$ cat src/rtl/fadd_near_round_if.sv
// Handshake and payload bundle between the FP-add near path, the rounding
// stage and its writeback consumer.
interface fadd_near_round_if #(
  parameter int EXPWIDTH = 8,
  parameter int OUTPC    = 24,
  parameter int TAG_W    = 8
);
  logic                         in_valid;
  logic                         in_ready;
  logic                         in_sign;
  logic [EXPWIDTH-1:0]          in_exp;
  logic [OUTPC+2:0]             in_sig;
  logic                         in_sig_is_zero;
  logic [2:0]                   in_rm;
  logic [TAG_W-1:0]             in_tag;
  logic                         out_valid;
  logic                         out_ready;
  logic [EXPWIDTH+OUTPC-1:0]    out_result;
  logic [4:0]                   out_fflags;
  logic [TAG_W-1:0]             out_tag;

  modport master (
    output in_valid, in_sign, in_exp, in_sig, in_sig_is_zero, in_rm, in_tag,
    output out_ready,
    input  in_ready, out_valid, out_result, out_fflags, out_tag
  );

  modport slave (
    input  in_valid, in_sign, in_exp, in_sig, in_sig_is_zero, in_rm, in_tag,
    input  out_ready,
    output in_ready, out_valid, out_result, out_fflags, out_tag
  );
endinterface

$ cat src/rtl/fadd_near_round.sv
// Two-stage IEEE-754 rounding and packing stage for the FP-add near path:
// S1 decides the rounding increment, S2 applies it and packs result/flags.
module fadd_near_round #(
  parameter int EXPWIDTH = 8,
  parameter int OUTPC    = 24,
  parameter int TAG_W    = 8
) (
  input  logic             clk,
  input  logic             rst,
  fadd_near_round_if.slave bus
);
  localparam logic [2:0] RM_RTZ = 3'd1;
  localparam logic [2:0] RM_RDN = 3'd2;
  localparam logic [2:0] RM_RUP = 3'd3;
  localparam logic [2:0] RM_RMM = 3'd4;
  localparam logic [EXPWIDTH-1:0] EXP_ONES = {EXPWIDTH{1'b1}};
  localparam logic [EXPWIDTH-1:0] EXP_ONE  = {{(EXPWIDTH-1){1'b0}}, 1'b1};

  logic s1_valid_reg;
  logic s2_valid_reg;
  logic s1_adv;
  logic in_fire;

  assign s1_adv       = !s2_valid_reg || bus.out_ready;
  assign bus.in_ready = !s1_valid_reg || s1_adv;
  assign in_fire      = bus.in_valid && bus.in_ready;

  // S1 rounding decision
  logic lsb, guard, sticky;
  logic inexact_next, inc_next, tiny_next;

  always_comb begin
    lsb          = bus.in_sig[3];
    guard        = bus.in_sig[2];
    sticky       = |bus.in_sig[1:0];
    inexact_next = guard | sticky;
    case (bus.in_rm)
      RM_RTZ:  inc_next = 1'b0;
      RM_RDN:  inc_next = inexact_next & bus.in_sign;
      RM_RUP:  inc_next = inexact_next & !bus.in_sign;
      RM_RMM:  inc_next = guard;
      default: inc_next = guard & (sticky | lsb);
    endcase
    tiny_next = (bus.in_exp == '0) && inexact_next;
  end

  logic                s1_sign_reg;
  logic [EXPWIDTH-1:0] s1_exp_reg;
  logic [OUTPC-1:0]    s1_sig_reg;
  logic                s1_inc_reg, s1_inexact_reg, s1_tiny_reg, s1_zero_reg;
  logic [2:0]          s1_rm_reg;
  logic [TAG_W-1:0]    s1_tag_reg;

  always_ff @(posedge clk) begin
    if (rst)          s1_valid_reg <= 1'b0;
    else if (in_fire) s1_valid_reg <= 1'b1;
    else if (s1_adv)  s1_valid_reg <= 1'b0;
  end

  always_ff @(posedge clk) begin
    if (in_fire) begin
      s1_sign_reg    <= bus.in_sign;
      s1_exp_reg     <= bus.in_exp;
      s1_sig_reg     <= bus.in_sig[OUTPC+2:3];
      s1_inc_reg     <= inc_next;
      s1_inexact_reg <= inexact_next;
      s1_tiny_reg    <= tiny_next;
      s1_zero_reg    <= bus.in_sig_is_zero;
      s1_rm_reg      <= bus.in_rm;
      s1_tag_reg     <= bus.in_tag;
    end
  end

  // S2 increment, carry renormalisation, overflow and packing
  logic [OUTPC:0]               sum;
  logic [OUTPC-1:0]             sig_rnd;
  logic [EXPWIDTH-1:0]          exp_rnd;
  logic                         ovf, ovf_to_inf;
  logic [EXPWIDTH+OUTPC-1:0]    result_next;
  logic [4:0]                   fflags_next;

  always_comb begin
    sum     = {1'b0, s1_sig_reg} + {{OUTPC{1'b0}}, s1_inc_reg};
    sig_rnd = sum[OUTPC-1:0];
    exp_rnd = s1_exp_reg;
    if (sum[OUTPC]) begin
      sig_rnd = sum[OUTPC:1];
      exp_rnd = s1_exp_reg + EXP_ONE;
    end else if (s1_exp_reg == '0 && sum[OUTPC-1]) begin
      exp_rnd = EXP_ONE;
    end
    ovf = (exp_rnd == EXP_ONES);
    case (s1_rm_reg)
      RM_RTZ:  ovf_to_inf = 1'b0;
      RM_RDN:  ovf_to_inf = s1_sign_reg;
      RM_RUP:  ovf_to_inf = !s1_sign_reg;
      default: ovf_to_inf = 1'b1;
    endcase

    result_next = {s1_sign_reg, exp_rnd, sig_rnd[OUTPC-2:0]};
    fflags_next = {2'b00, ovf, s1_tiny_reg, s1_inexact_reg | ovf};
    if (s1_zero_reg) begin
      result_next = {s1_rm_reg == RM_RDN, {EXPWIDTH{1'b0}}, {(OUTPC-1){1'b0}}};
      fflags_next = 5'b00000;
    end else if (ovf) begin
      // Directions that round away from the overflow saturate at max-finite
      if (ovf_to_inf)
        result_next = {s1_sign_reg, EXP_ONES, {(OUTPC-1){1'b0}}};
      else
        result_next = {s1_sign_reg, EXP_ONES - EXP_ONE, {(OUTPC-1){1'b1}}};
    end
  end

  logic [EXPWIDTH+OUTPC-1:0] s2_result_reg;
  logic [4:0]                s2_fflags_reg;
  logic [TAG_W-1:0]          s2_tag_reg;

  always_ff @(posedge clk) begin
    if (rst) begin
      s2_valid_reg  <= 1'b0;
      s2_result_reg <= '0;
      s2_fflags_reg <= '0;
      s2_tag_reg    <= '0;
    end else if (s1_adv) begin
      s2_valid_reg <= s1_valid_reg;
      if (s1_valid_reg) begin
        s2_result_reg <= result_next;
        s2_fflags_reg <= fflags_next;
        s2_tag_reg    <= s1_tag_reg;
      end
    end
  end

  assign bus.out_valid  = s2_valid_reg;
  assign bus.out_result = s2_result_reg;
  assign bus.out_fflags = s2_fflags_reg;
  assign bus.out_tag    = s2_tag_reg;
endmodule
$ cat src/flat_wrapper.sv
// flat-port wrapper written by rule: the top's interface ports become plain ports
module fadd_near_round_flat 
#(
  parameter int EXPWIDTH = 8,
  parameter int OUTPC    = 24,
  parameter int TAG_W    = 8
)
  (clk, rst, bus_in_valid, bus_in_sign, bus_in_exp, bus_in_sig, bus_in_sig_is_zero, bus_in_rm, bus_in_tag, bus_out_ready, bus_in_ready, bus_out_valid, bus_out_result, bus_out_fflags, bus_out_tag);
  fadd_near_round_if #(.EXPWIDTH(EXPWIDTH), .OUTPC(OUTPC), .TAG_W(TAG_W)) bus_i ();
  input  logic clk;
  input  logic rst;
  input wire logic [$bits(bus_i.in_valid)-1:0] bus_in_valid;
  input wire logic [$bits(bus_i.in_sign)-1:0] bus_in_sign;
  input wire logic [$bits(bus_i.in_exp)-1:0] bus_in_exp;
  input wire logic [$bits(bus_i.in_sig)-1:0] bus_in_sig;
  input wire logic [$bits(bus_i.in_sig_is_zero)-1:0] bus_in_sig_is_zero;
  input wire logic [$bits(bus_i.in_rm)-1:0] bus_in_rm;
  input wire logic [$bits(bus_i.in_tag)-1:0] bus_in_tag;
  input wire logic [$bits(bus_i.out_ready)-1:0] bus_out_ready;
  output wire logic [$bits(bus_i.in_ready)-1:0] bus_in_ready;
  output wire logic [$bits(bus_i.out_valid)-1:0] bus_out_valid;
  output wire logic [$bits(bus_i.out_result)-1:0] bus_out_result;
  output wire logic [$bits(bus_i.out_fflags)-1:0] bus_out_fflags;
  output wire logic [$bits(bus_i.out_tag)-1:0] bus_out_tag;
  assign bus_i.in_valid = bus_in_valid;
  assign bus_i.in_sign = bus_in_sign;
  assign bus_i.in_exp = bus_in_exp;
  assign bus_i.in_sig = bus_in_sig;
  assign bus_i.in_sig_is_zero = bus_in_sig_is_zero;
  assign bus_i.in_rm = bus_in_rm;
  assign bus_i.in_tag = bus_in_tag;
  assign bus_i.out_ready = bus_out_ready;
  assign bus_in_ready = bus_i.in_ready;
  assign bus_out_valid = bus_i.out_valid;
  assign bus_out_result = bus_i.out_result;
  assign bus_out_fflags = bus_i.out_fflags;
  assign bus_out_tag = bus_i.out_tag;
  fadd_near_round #(.EXPWIDTH(EXPWIDTH), .OUTPC(OUTPC), .TAG_W(TAG_W)) u_core (.clk(clk), .rst(rst), .bus(bus_i));
endmodule
$ cat config.mk
export PLATFORM = sky130hd
export DESIGN_NAME = fadd_near_round_flat
export DESIGN_NICKNAME = d
export VERILOG_FILES = /design/src/rtl/fadd_near_round_if.sv /design/src/rtl/fadd_near_round.sv /design/src/flat_wrapper.sv
export SDC_FILE = /design/constraint.sdc
export NUM_CORES = 1
export LEC_CHECK = 0
export BUFFER_PORTS_ARGS = -buffer_cell sky130_fd_sc_hd__buf_2
export CAP_MARGIN = 30
export CORE_MARGIN = 3
export CORE_UTILIZATION = 50
export CTS_BUF_LIST = sky130_fd_sc_hd__clkbuf_4
export DETAILED_ROUTE_END_ITERATION = 8
export PLACE_DENSITY = 0.79
export REMOVE_ABC_BUFFERS = 1
export SYNTH_ARGS = -nofsm -noshare
export SYNTH_HDL_FRONTEND = slang
export SYNTH_SLANG_ARGS = --single-unit
$ cat constraint.sdc
create_clock -name clk -period 2.7 [get_ports clk]
set_clock_uncertainty 0.1 [all_clocks]
set_input_delay 0.54 -clock clk [delete_from_list [all_inputs] [get_ports clk]]
set_output_delay 0.54 -clock clk [all_outputs]
set_load 0.05 [all_outputs]
==> flow_metrics.env, run 1 <==
export IMPL_status="finished, violations left"
export IMPL_failed_checks="negative setup slack"
export IMPL_worstPathMaxFanout=5
export IMPL_gp_congestion=0.916
export IMPL_synth_edff_count=48
export IMPL_finalSetupTns_ns=-2.94
export IMPL_rsz0062_at_grt="true"
export IMPL_power_density_nw_per_um2=541
export IMPL_async_flop_share=0
export IMPL_slowest_stage="or4_4"
export IMPL_ys_seq_elements=93
export IMPL_endpoint="u_core.bus.out_result[10]"
export IMPL_setup_violations_final=26
export IMPL_grt_antenna_before_repair=0
export IMPL_netlist_top_cells_area="edfxtp_1, dfxtp_1, nand2_1"
export IMPL_arrival_ns=3.14
export IMPL_clock_fmax_ghz=0.347
export IMPL_syn_area_per_cell_sq_um=11.2
export IMPL_cts_root_buf="clkbuf_4"
export IMPL_rows=32
export IMPL_yosysTopAreaCellShare=0.348
export IMPL_htree_levels=3
export IMPL_drt_iter0_drc=194
export IMPL_overflow=0
export IMPL_cp_cell_sequence="ha_4, ha_4, nand4_1, or4_4, o311a_1, or3_4, o211ai_4, clkbuf_16, nand3_1, a22o_1"
export IMPL_utilization=0.673
export IMPL_period_needed_ns=2.88
export IMPL_cts_tree="done"
export IMPL_detail_route_vias_per_cell=5.69
export IMPL_crit_buf_inv=1
export IMPL_cp_start_kind="flip-flop"
export IMPL_diodes=0
export IMPL_hp_class="input pin to flip-flop"
export IMPL_min_from="bus_in_sig[10]"
export IMPL_cts_sinks=93
export IMPL_crit_cells=10
export IMPL_grt_pass1_wl_mm=15.5
export IMPL_synthToLayoutAreaGrowth_pct=28.0
export IMPL_crit_required_ns=2.96
export IMPL_hold_depth=1
export IMPL_grt_use_total=0.202
export IMPL_vias=3438
export IMPL_layout_drive_gt1_share=0.380
export IMPL_synthCells=370
export IMPL_yosys_most_used_dff="edfxtp_1"
export IMPL_synth_top_cell_by_area="edfxtp_1"
export IMPL_setup_slack_ns=-0.184
export IMPL_grt_max_degree=49
export IMPL_cpPeakStageDelay_ns=0.46
export IMPL_max_cap_viol_count=0
export IMPL_fp_dieW_um=97.1
export IMPL_crit_start="u_core.s1_sig_reg[0]"
export IMPL_clkLatencyLatePin_ns=0.46
export IMPL_netlist_area_sq_um=4150
export IMPL_tightest_slew_ns=0.827
export IMPL_wl_per_cell_um=17.3
export IMPL_cts_buffers=9
export IMPL_drc=0
export IMPL_synth_cell_types=56
export IMPL_finalMaxSlewViolations=0
export IMPL_max_clock_path_buffers=2
export IMPL_fin_crit_sh=1.07
export IMPL_wl_mm=10.5
export IMPL_ir_drop_mv=0.292
export IMPL_io_buffer_count=96
export IMPL_nets=553
export IMPL_reg2reg_from="u_core.s1_sig_reg[0]"
export IMPL_start_util=0.526
export IMPL_dieArea_sq_um=9420
export IMPL_synth_seq_area_share=0.565
export IMPL_yosys_warnings=0
export IMPL_die_h_um=97.1
export IMPL_ant_nets=0
export IMPL_core_area_sq_um=7890
export IMPL_grt_pass1_vias=3205
export IMPL_largest_register_ffs=32
export IMPL_hold_viol_final=0
export IMPL_reg2reg_depth=10
export IMPL_clk_pin_slew_ns=0.15
export IMPL_ff2ff_setup_slack_ns=-0.18
export IMPL_relSlewSlack=0.448
export IMPL_critPathCaptureType="flip-flop"
export IMPL_r2r_end="u_core.bus.out_result[10]"
export IMPL_place_hpwl_mm=6.85
export IMPL_leakage_nw=2.24
export IMPL_placedCellCount=580
export IMPL_cpMostUsedCell="ha_4"
export IMPL_instances_no_fill=604
export IMPL_ios=99
export IMPL_cpLargestDelayFamily="simple AND/OR/NAND/NOR gates"
export IMPL_drtPass1Iterations=7
export IMPL_crit_type="flip-flop to flip-flop"
==> stage by stage <==
| step | worst slack (ns) | hold slack (ns) | cell area, sq um | power [mW] |
|---|---|---|---|---|
| after floorplan | -0.222 | 0.371 | 4030 | 1.84 |
| after global placement | -0.0153 | 0.338 | 4880 | 1.97 |
| after detailed placement | -0.0888 | 0.344 | 4880 | 1.98 |
| after CTS | -0.125 | 0.125 | 5060 | 2.87 |
| after global routing | -0.250 | 0.111 | 5310 | 2.99 |
| final | -0.184 | 0.142 | 5310 | 2.87 |
==> repair_timing <==
action	4_1_cts	5_1_grt
resized for setup	1	30
setup endpoints to repair	26	28
pin swaps	2	21
hold buffers	0	0
endpoints found under the hold margin	0	0
gates cloned	0	4
setup buffers	0	4
==> routing by layer <==
metal | track usage | part of all wire | vias to the layer above
met4 | 0.0691 | 0.024 | 0
met2 | 0.340 | 0.50 | 161
met1 | 0.258 | 0.40 | 1627
met5 | 0 | 0 | -
met3 | 0.0445 | 0.077 | 25
li1 | - | - | 1625
==> cells in the mapped netlist (4+ instances only) <==
cell	n
o211ai_2	9
nor3_1	5
a21oi_1	14
nand2_1	46
edfxtp_1	48
nor2_1	29
a22o_1	12
nand3_1	22
xor2_1	13
clkbuf_1	10
dfxtp_1	45
nor4_1	7
inv_1	6
a22oi_1	6
ha_1	4
and3_1	4
nor2b_1	4
xnor2_1	13
o21ai_0	8
nand4_1	10
==> cell type report <==
type | count | area (sq um)
fillers | 591 | 2580
flip-flops and latches | 93 | 2340
multi-input cells | 256 | 1840
repair buffers | 131 | 807
well taps | 102 | 128
clock inverters | 7 | 105
clock buffers | 9 | 67.6
inverters | 6 | 22.5
==> layout by cell type (no fill, tap or decap), types with 8 or more instances in the layout <==
cell      count
nand2_1      46
dfxtp_1      45
nand4_1      10
nand3_1      17
a21oi_1      14
a22o_1       12
o211ai_2      9
xnor2_1      13
clkbuf_4      9
xor2_1       13
nor2_1       28
nand3_2       8
edfxtp_1     48
buf_2        96
buf_4        30
==> report_power, final <==
group          switching, mW  internal (mW)  leakage, nW
logic                  0.237          0.133         1.31
registers             0.0505           1.56        0.834
clock network          0.503          0.392       0.0943
==> worst min-delay path by stage <==
stage	to	slack [ns]
after floorplan	u_core.bus.out_tag[0]	0.37
after global placement	u_core.bus.out_fflags[1]	0.34
after detailed placement	u_core.bus.out_tag[2]	0.34
after CTS	u_core.s1_tag_reg[2]	0.12
after global routing	u_core.s1_tag_reg[3]	0.11
final	u_core.s1_sig_reg[7]	0.14
==> cell families after synthesis <==
family,Yosys count,share of synthesized area
AO/OA/AOI/OAI,65,0.126
XOR/XNOR,26,0.0549
adder cells (fa/ha/maj),4,0.0121
buffers and inverters,24,0.0359
flip-flops,93,0.565
multiplexers,3,0.00724
other,1,0.000904
AND/OR/NAND/NOR,154,0.198
No activity file was read; power rests on OpenSTA's default activity.
==> run 2, diff against run 1 <==
Settings changed: ABC_AREA from default to 1, CTS_BUF_LIST sky130_fd_sc_hd__clkbuf_4 to sky130_fd_sc_hd__clkbuf_4 sky130_fd_sc_hd__clkbuf_8.
==> run 2 against run 1 <==
  * The flow now finishes without violations
  * Synthesized cell count increased by 36%
  * Setup slack better by 0.31 ns
  * Combinational power grew 8.1%
  * Die area increased by 4.6%
  * Sequential share of layout area is 0.35 points lower
  * Final cell count is 19% higher
  * Total power rose by 0.90%
  * Clock power about the same
  * Synthesized area is 4.9% higher
  * Global-route usage down 1.2 points
  * Fmax grew 12%
==> flow_metrics.env, run 2 <==
export IMPL_synth_most_common_cell="nand2_1"
export IMPL_ios=99
export IMPL_drc=0
export IMPL_ys_seq_elements=93
export IMPL_syn_area_per_cell_sq_um=8.66
export IMPL_netlist_top_cells_area="edfxtp_1, dfxtp_1, nand2_1"
export IMPL_clkLatencyLatePin_ns=0.37
export IMPL_grt_use_total=0.190
export IMPL_synth_cell_types=38
export IMPL_ir_drop_mv=0.314
export IMPL_setup_violations_final=0
export IMPL_critPathCaptureType="flip-flop"
export IMPL_die_h_um=99.3
export IMPL_diodes=0
export IMPL_wl_mm=9.95
export IMPL_async_flop_share=0
export IMPL_clk_pin_slew_ns=0.10
export IMPL_grt_antenna_before_repair=0
export IMPL_synth_top_cell_by_area="edfxtp_1"
export IMPL_cp_start_kind="flip-flop"
export IMPL_min_from="bus_in_tag[0]"
export IMPL_crit_required_ns=2.85
export IMPL_instances_no_fill=721
export IMPL_start_util=0.521
export IMPL_grt_max_degree=49
export IMPL_crit_start="u_core.s1_sig_reg[0]"
export IMPL_period_needed_ns=2.57
export IMPL_htree_levels=3
export IMPL_reg2reg_from="u_core.s1_sig_reg[0]"
export IMPL_fp_dieW_um=99.3
export IMPL_detail_route_vias_per_cell=5.21
export IMPL_cts_buffers=9
export IMPL_power_density_nw_per_um2=542
export IMPL_layout_drive_gt1_share=0.282
export IMPL_cts_tree="done"
export IMPL_rows=33
export IMPL_hold_viol_final=0
export IMPL_netlist_area_sq_um=4350
export IMPL_core_area_sq_um=8340
export IMPL_dieArea_sq_um=9850
export IMPL_drt_iter0_drc=199
export IMPL_cts_sinks=93
export IMPL_io_buffer_count=96
export IMPL_cts_root_buf="clkbuf_8"
export IMPL_placedCellCount=693
export IMPL_synth_seq_area_share=0.539
export IMPL_tightest_slew_ns=0.589
export IMPL_ant_nets=0
export IMPL_synthCells=502
export IMPL_synth_edff_count=48
export IMPL_nets=667
export IMPL_max_clock_path_buffers=2
export IMPL_leakage_nw=2.38
export IMPL_largest_register_ffs=32
export IMPL_finalSetupTns_ns=0
export IMPL_place_hpwl_mm=7.06
export IMPL_status="completed"
export IMPL_worstPathMaxFanout=12
export IMPL_yosysTopAreaCellShare=0.331
export IMPL_clock_fmax_ghz=0.389
export IMPL_overflow=0
export IMPL_grt_pass1_wl_mm=15.1
export IMPL_fillers=735
export IMPL_crit_type="flip-flop to flip-flop"
export IMPL_fin_crit_sh=0.953
export IMPL_worst_hold_slack_ns=0.238
export IMPL_arrival_ns=2.72
export IMPL_synth_common_cells="nand2_1, nor2_1, edfxtp_1"
export IMPL_hold_buffers=0
export IMPL_finalMaxSlewViolations=0
export IMPL_final_common_cell="nand2_1"
export IMPL_vias=3753
export IMPL_gp_congestion=0.907
export IMPL_dpl_instance_area_sq_um=4930
export IMPL_synthToLayoutAreaGrowth_pct=23.1
export IMPL_wl_per_cell_um=13.8
export IMPL_grt_pass1_vias=3189
export IMPL_relSlewSlack=0.607
export IMPL_yosys_warnings=0
export IMPL_hp_class="input pin to flip-flop"
export IMPL_yosys_most_used_dff="edfxtp_1"
export IMPL_layout_common_cells="nand2_1, buf_2, edfxtp_1"
export IMPL_max_cap_viol_count=0
export IMPL_drtPass1Iterations=5
export IMPL_finalInstanceArea_sq_um=5350
[run 2: cell count changes in the layout (fill, tap and decap cells not counted), sizes merged, moves of 5 or more]
| cell | previous run | this run |
|---|---|---|
| nand2 | 47 | 149 |
| nor2 | 29 | 58 |
| a21oi | 14 | 41 |
| inv | 9 | 34 |
| buf | 129 | 111 |
| nand3 | 25 | 43 |
| o211ai | 13 | 0 |
| a22o | 12 | 1 |
| o21ai | 8 | 16 |
| a22oi | 6 | 0 |
| or3 | 6 | 0 |
| xnor2 | 13 | 7 |
| nor4 | 8 | 3 |
[run 2: through the flow]
step	worst slack [ns]	total power, mW	util
final	0.128	2.90	0.642
after detailed placement	0.0492	2.02	0.592
after global placement	0.123	2.01	0.592
after global routing	-0.0225	3.04	0.642
after CTS	0.0101	2.90	0.614
after floorplan	-0.350	1.88	-
[run 2: critical path, stage by stage, from the launching register on]
cell and delay [ns]:
edfxtp_1 0.42, ha_2 0.21, ha_2 0.17, nand2_1 0.10, inv_2 0.07, nand2_4 0.09, nor2_8 0.05, nand2_4 0.08
clkinv_2 0.12, nand2_1 0.10, o21ai_2 0.08, inv_1 0.13, nand3_1 0.11, nor2_2 0.16, nand3_4 0.11, clkbuf_16 0.18
nand3_1 0.10, a21oi_1 0.07
[run 2: worst paths after layout]
| kind | to | slack (ns) | depth (start not counted) |
|---|---|---|---|
| max | u_core.bus.out_result[6] | 0.13 | 17 |
| min | u_core.s1_tag_reg[0] | 0.24 | 1 |
| max reg2reg | u_core.bus.out_result[6] | 0.13 | 17 |
| min reg2reg | u_core.bus.out_result[17] | 0.37 | 2 |
[run 2: cell families (layout without fill, tap and decap cells)]
family / Yosys count / in the layout / share of synthesized area
flip-flops: 93 / 93 / 0.539
other: 1 / 2 / 0.000862
XOR/XNOR: 19 / 19 / 0.0383
adder cells (fa/ha/maj): 4 / 4 / 0.0115
AND/OR/NAND/NOR: 274 / 277 / 0.287
AO/OA/AOI/OAI: 60 / 60 / 0.0711
multiplexers: 1 / 1 / 0.00230
buffers and inverters: 50 / 160 / 0.0506
[run 2: area by class of cell]
class	instances	area (sq um)	area share
flip-flops and latches	93	2340	0.438
multi-input cells	363	1910	0.356
repair buffers	112	663	0.124
well taps	105	131	0.0245
clock buffers	9	124	0.0231
inverters	32	123	0.0229
clock inverters	7	62.6	0.0117
[run 2: what timing repair did]
item | in CTS | in global routing
resized for setup | 0 | 23
endpoints found under the setup margin | 0 | 24
buffers inserted | 0 | 8
[run 2: report_power, final]
| group | switching [mW] | total [mW] | internal, mW | leakage (nW) |
|---|---|---|---|---|
| clock | 0.533 | 0.892 | 0.358 | 0.0965 |
| sequential | 0.0479 | 1.61 | 1.56 | 0.835 |
| combinational | 0.274 | 0.400 | 0.126 | 1.45 |
[run 2: layer usage]
| metal | part of all wire | wire length (um) | track usage | vias up |
|---|---|---|---|---|
| li1 | - | - | - | 1883 |
| met1 | 0.44 | 4400 | 0.268 | 1714 |
| met2 | 0.47 | 4710 | 0.295 | 144 |
| met3 | 0.074 | 739 | 0.0512 | 12 |
| met4 | 0.0095 | 95 | 0.0410 | 0 |
| met5 | 0 | 0 | 0 | - |
==> run 3, diff against run 2 <==
Settings changed: REMOVE_ABC_BUFFERS 1 to default.
==> run 3 against run 2 <==
  * Sequential share of layout area increased by 0.26 points
  * Combinational power decreased by 2%
  * Core utilization decreased by 0.38 points
  * Critical endpoint is now u_core.bus.out_result[3]
  * Worst hold slack improved by 0.0051 ns
  * Fmax increased by 1.0%
  * Setup slack improved by 0.025 ns
  * Clock-buffer cell count increased by 1
  * Non-clock buffer count decreased by 3
  * Cell area decreased by 0.58%
  * Largest power group unchanged
==> flow_metrics.env, run 3 (synthesized netlist as in run 2, its figures left out) <==
export IMPL_status="completed"
export IMPL_critPathCaptureType="flip-flop"
export IMPL_grt_use_total=0.205
export IMPL_layout_drive_gt1_share=0.274
export IMPL_synthToLayoutAreaGrowth_pct=22.4
export IMPL_switching_power_mw=0.814
export IMPL_nets=664
export IMPL_p_comb_frac=0.125
export IMPL_overflow=0
export IMPL_max_cap_viol_count=0
export IMPL_final_common_cell="nand2_1"
export IMPL_wl_per_cell_um=14.3
export IMPL_drt_iter0_drc=259
export IMPL_cts_sinks=93
export IMPL_utilization=0.638
export IMPL_tightest_slew_ns=0.630
export IMPL_max_clock_path_buffers=2
export IMPL_fin_crit_sh=0.943
export IMPL_largest_register_ffs=32
export IMPL_crit_type="flip-flop to flip-flop"
export IMPL_min_from="bus_in_tag[3]"
export IMPL_placedCellCount=694
export IMPL_hp_class="input pin to flip-flop"
export IMPL_drtPass1Iterations=5
export IMPL_cts_tree="done"
export IMPL_core_area_sq_um=8340
export IMPL_htree_levels=3
export IMPL_dieArea_sq_um=9850
export IMPL_crit_start="u_core.s1_inc_reg"
export IMPL_reg2reg_from="u_core.s1_inc_reg"
export IMPL_die_h_um=99.3
export IMPL_power_density_nw_per_um2=588
export IMPL_wl_mm=10.3
export IMPL_fp_dieW_um=99.3
export IMPL_grt_antenna_before_repair=0
export IMPL_grt_pass1_wl_mm=16.2
export IMPL_internal_power_mw=2.32
export IMPL_worstPathMaxFanout=10
export IMPL_clk_pin_slew_ns=0.09
export IMPL_hold_buffers=0
export IMPL_detail_route_vias_per_cell=5.34
export IMPL_crit_required_ns=2.90
export IMPL_relSlewSlack=0.580
export IMPL_setup_violations_final=0
export IMPL_rows=33
export IMPL_start_util=0.521
export IMPL_clock_fmax_ghz=0.393
export IMPL_layout_common_cells="nand2_1, buf_2, edfxtp_1"
export IMPL_hold_viol_final=0
export IMPL_grt_pass1_vias=3554
export IMPL_power_mw=3.13
export IMPL_diodes=0
export IMPL_worst_hold_slack_ns=0.243
export IMPL_vias=3833
export IMPL_drc=0
export IMPL_instances_no_fill=718
export IMPL_grt_max_degree=49
export IMPL_period_needed_ns=2.55
export IMPL_cts_root_buf="clkbuf_8"
export IMPL_ant_nets=0
export IMPL_ir_drop_mv=0.267
export IMPL_arrival_ns=2.75
export IMPL_ios=99
export IMPL_gp_congestion=0.932
export IMPL_seq_power_share=0.514
export IMPL_cp_start_kind="flip-flop"
export IMPL_clkLatencyLatePin_ns=0.37
export IMPL_place_hpwl_mm=7.14
export IMPL_leakage_nw=2.37
export IMPL_finalMaxSlewViolations=0
export IMPL_io_buffer_count=96
export IMPL_cts_buffers=9
export IMPL_power_share_clock=0.361
export IMPL_swShare=0.260
run 3: area by class of cell:
type	instances	area, sq um
sequential	93	2340
inverter	32	124
clock buffer	10	131
clock inverter	6	116
multi-input combinational	363	1880
timing repair buffer	109	598
fill	723	3020
tap	105	131
run 3: stage by stage:
step	setup WS [ns]	cell area, sq um	TNS [ns]
4_1_cts	0.0635	5180	0
6_report	0.153	5320	0
5_1_grt	-0.0397	5320	-0.0552
3_3_place_gp	0.166	4930	0
3_5_place_dp	0.0907	4930	0
2_1_floorplan	0.0953	4350	0
run 3: worst max-delay path: stages (launching register included):
cell and delay (ns):
edfxtp_1 0.38, ha_1 0.22, ha_1 0.20, nand2_1 0.12, inv_2 0.08, nand2_2 0.12
nor2_8 0.06, nand2_4 0.11, inv_4 0.07, nand2_1 0.09, o21ai_2 0.09, nor2_4 0.27
nand4_2 0.25, nand2_1 0.13, nand3_1 0.07, a21oi_1 0.12
run 3: power by group through the flow:
| stage | Combinational (mW) | Sequential, mW | Clock, mW |
|---|---|---|---|
| final | 0.391 | 1.61 | 1.13 |
| after global routing | 0.428 | 1.62 | 1.20 |
| after CTS | 0.374 | 1.61 | 1.15 |
| after detailed placement | 0.373 | 1.64 | 0 |
| after global placement | 0.364 | 1.64 | 0 |
| after floorplan | 0.173 | 1.72 | 0 |
run 3: final timing paths:
check | endpoint | slack, ns | cells after the start
max | u_core.bus.out_result[3] | 0.15 | 15
min | u_core.s1_tag_reg[3] | 0.24 | 1
min reg2reg | u_core.bus.out_result[11] | 0.37 | 2
max reg2reg | u_core.bus.out_result[3] | 0.15 | 15
run 3: repair_timing:
action / CTS / global route
endpoints found under the setup margin: 0 / 24
buffers inserted: 0 / 5
gates resized for setup: 0 / 15
run 3: per-layer routing:
layer | part of all wire | vias up | track usage
met4 | 0.017 | 0 | 0.0746
met1 | 0.41 | 1814 | 0.251
met5 | 0 | - | 0
met2 | 0.51 | 120 | 0.352
met3 | 0.061 | 18 | 0.0477
li1 | - | 1881 | -
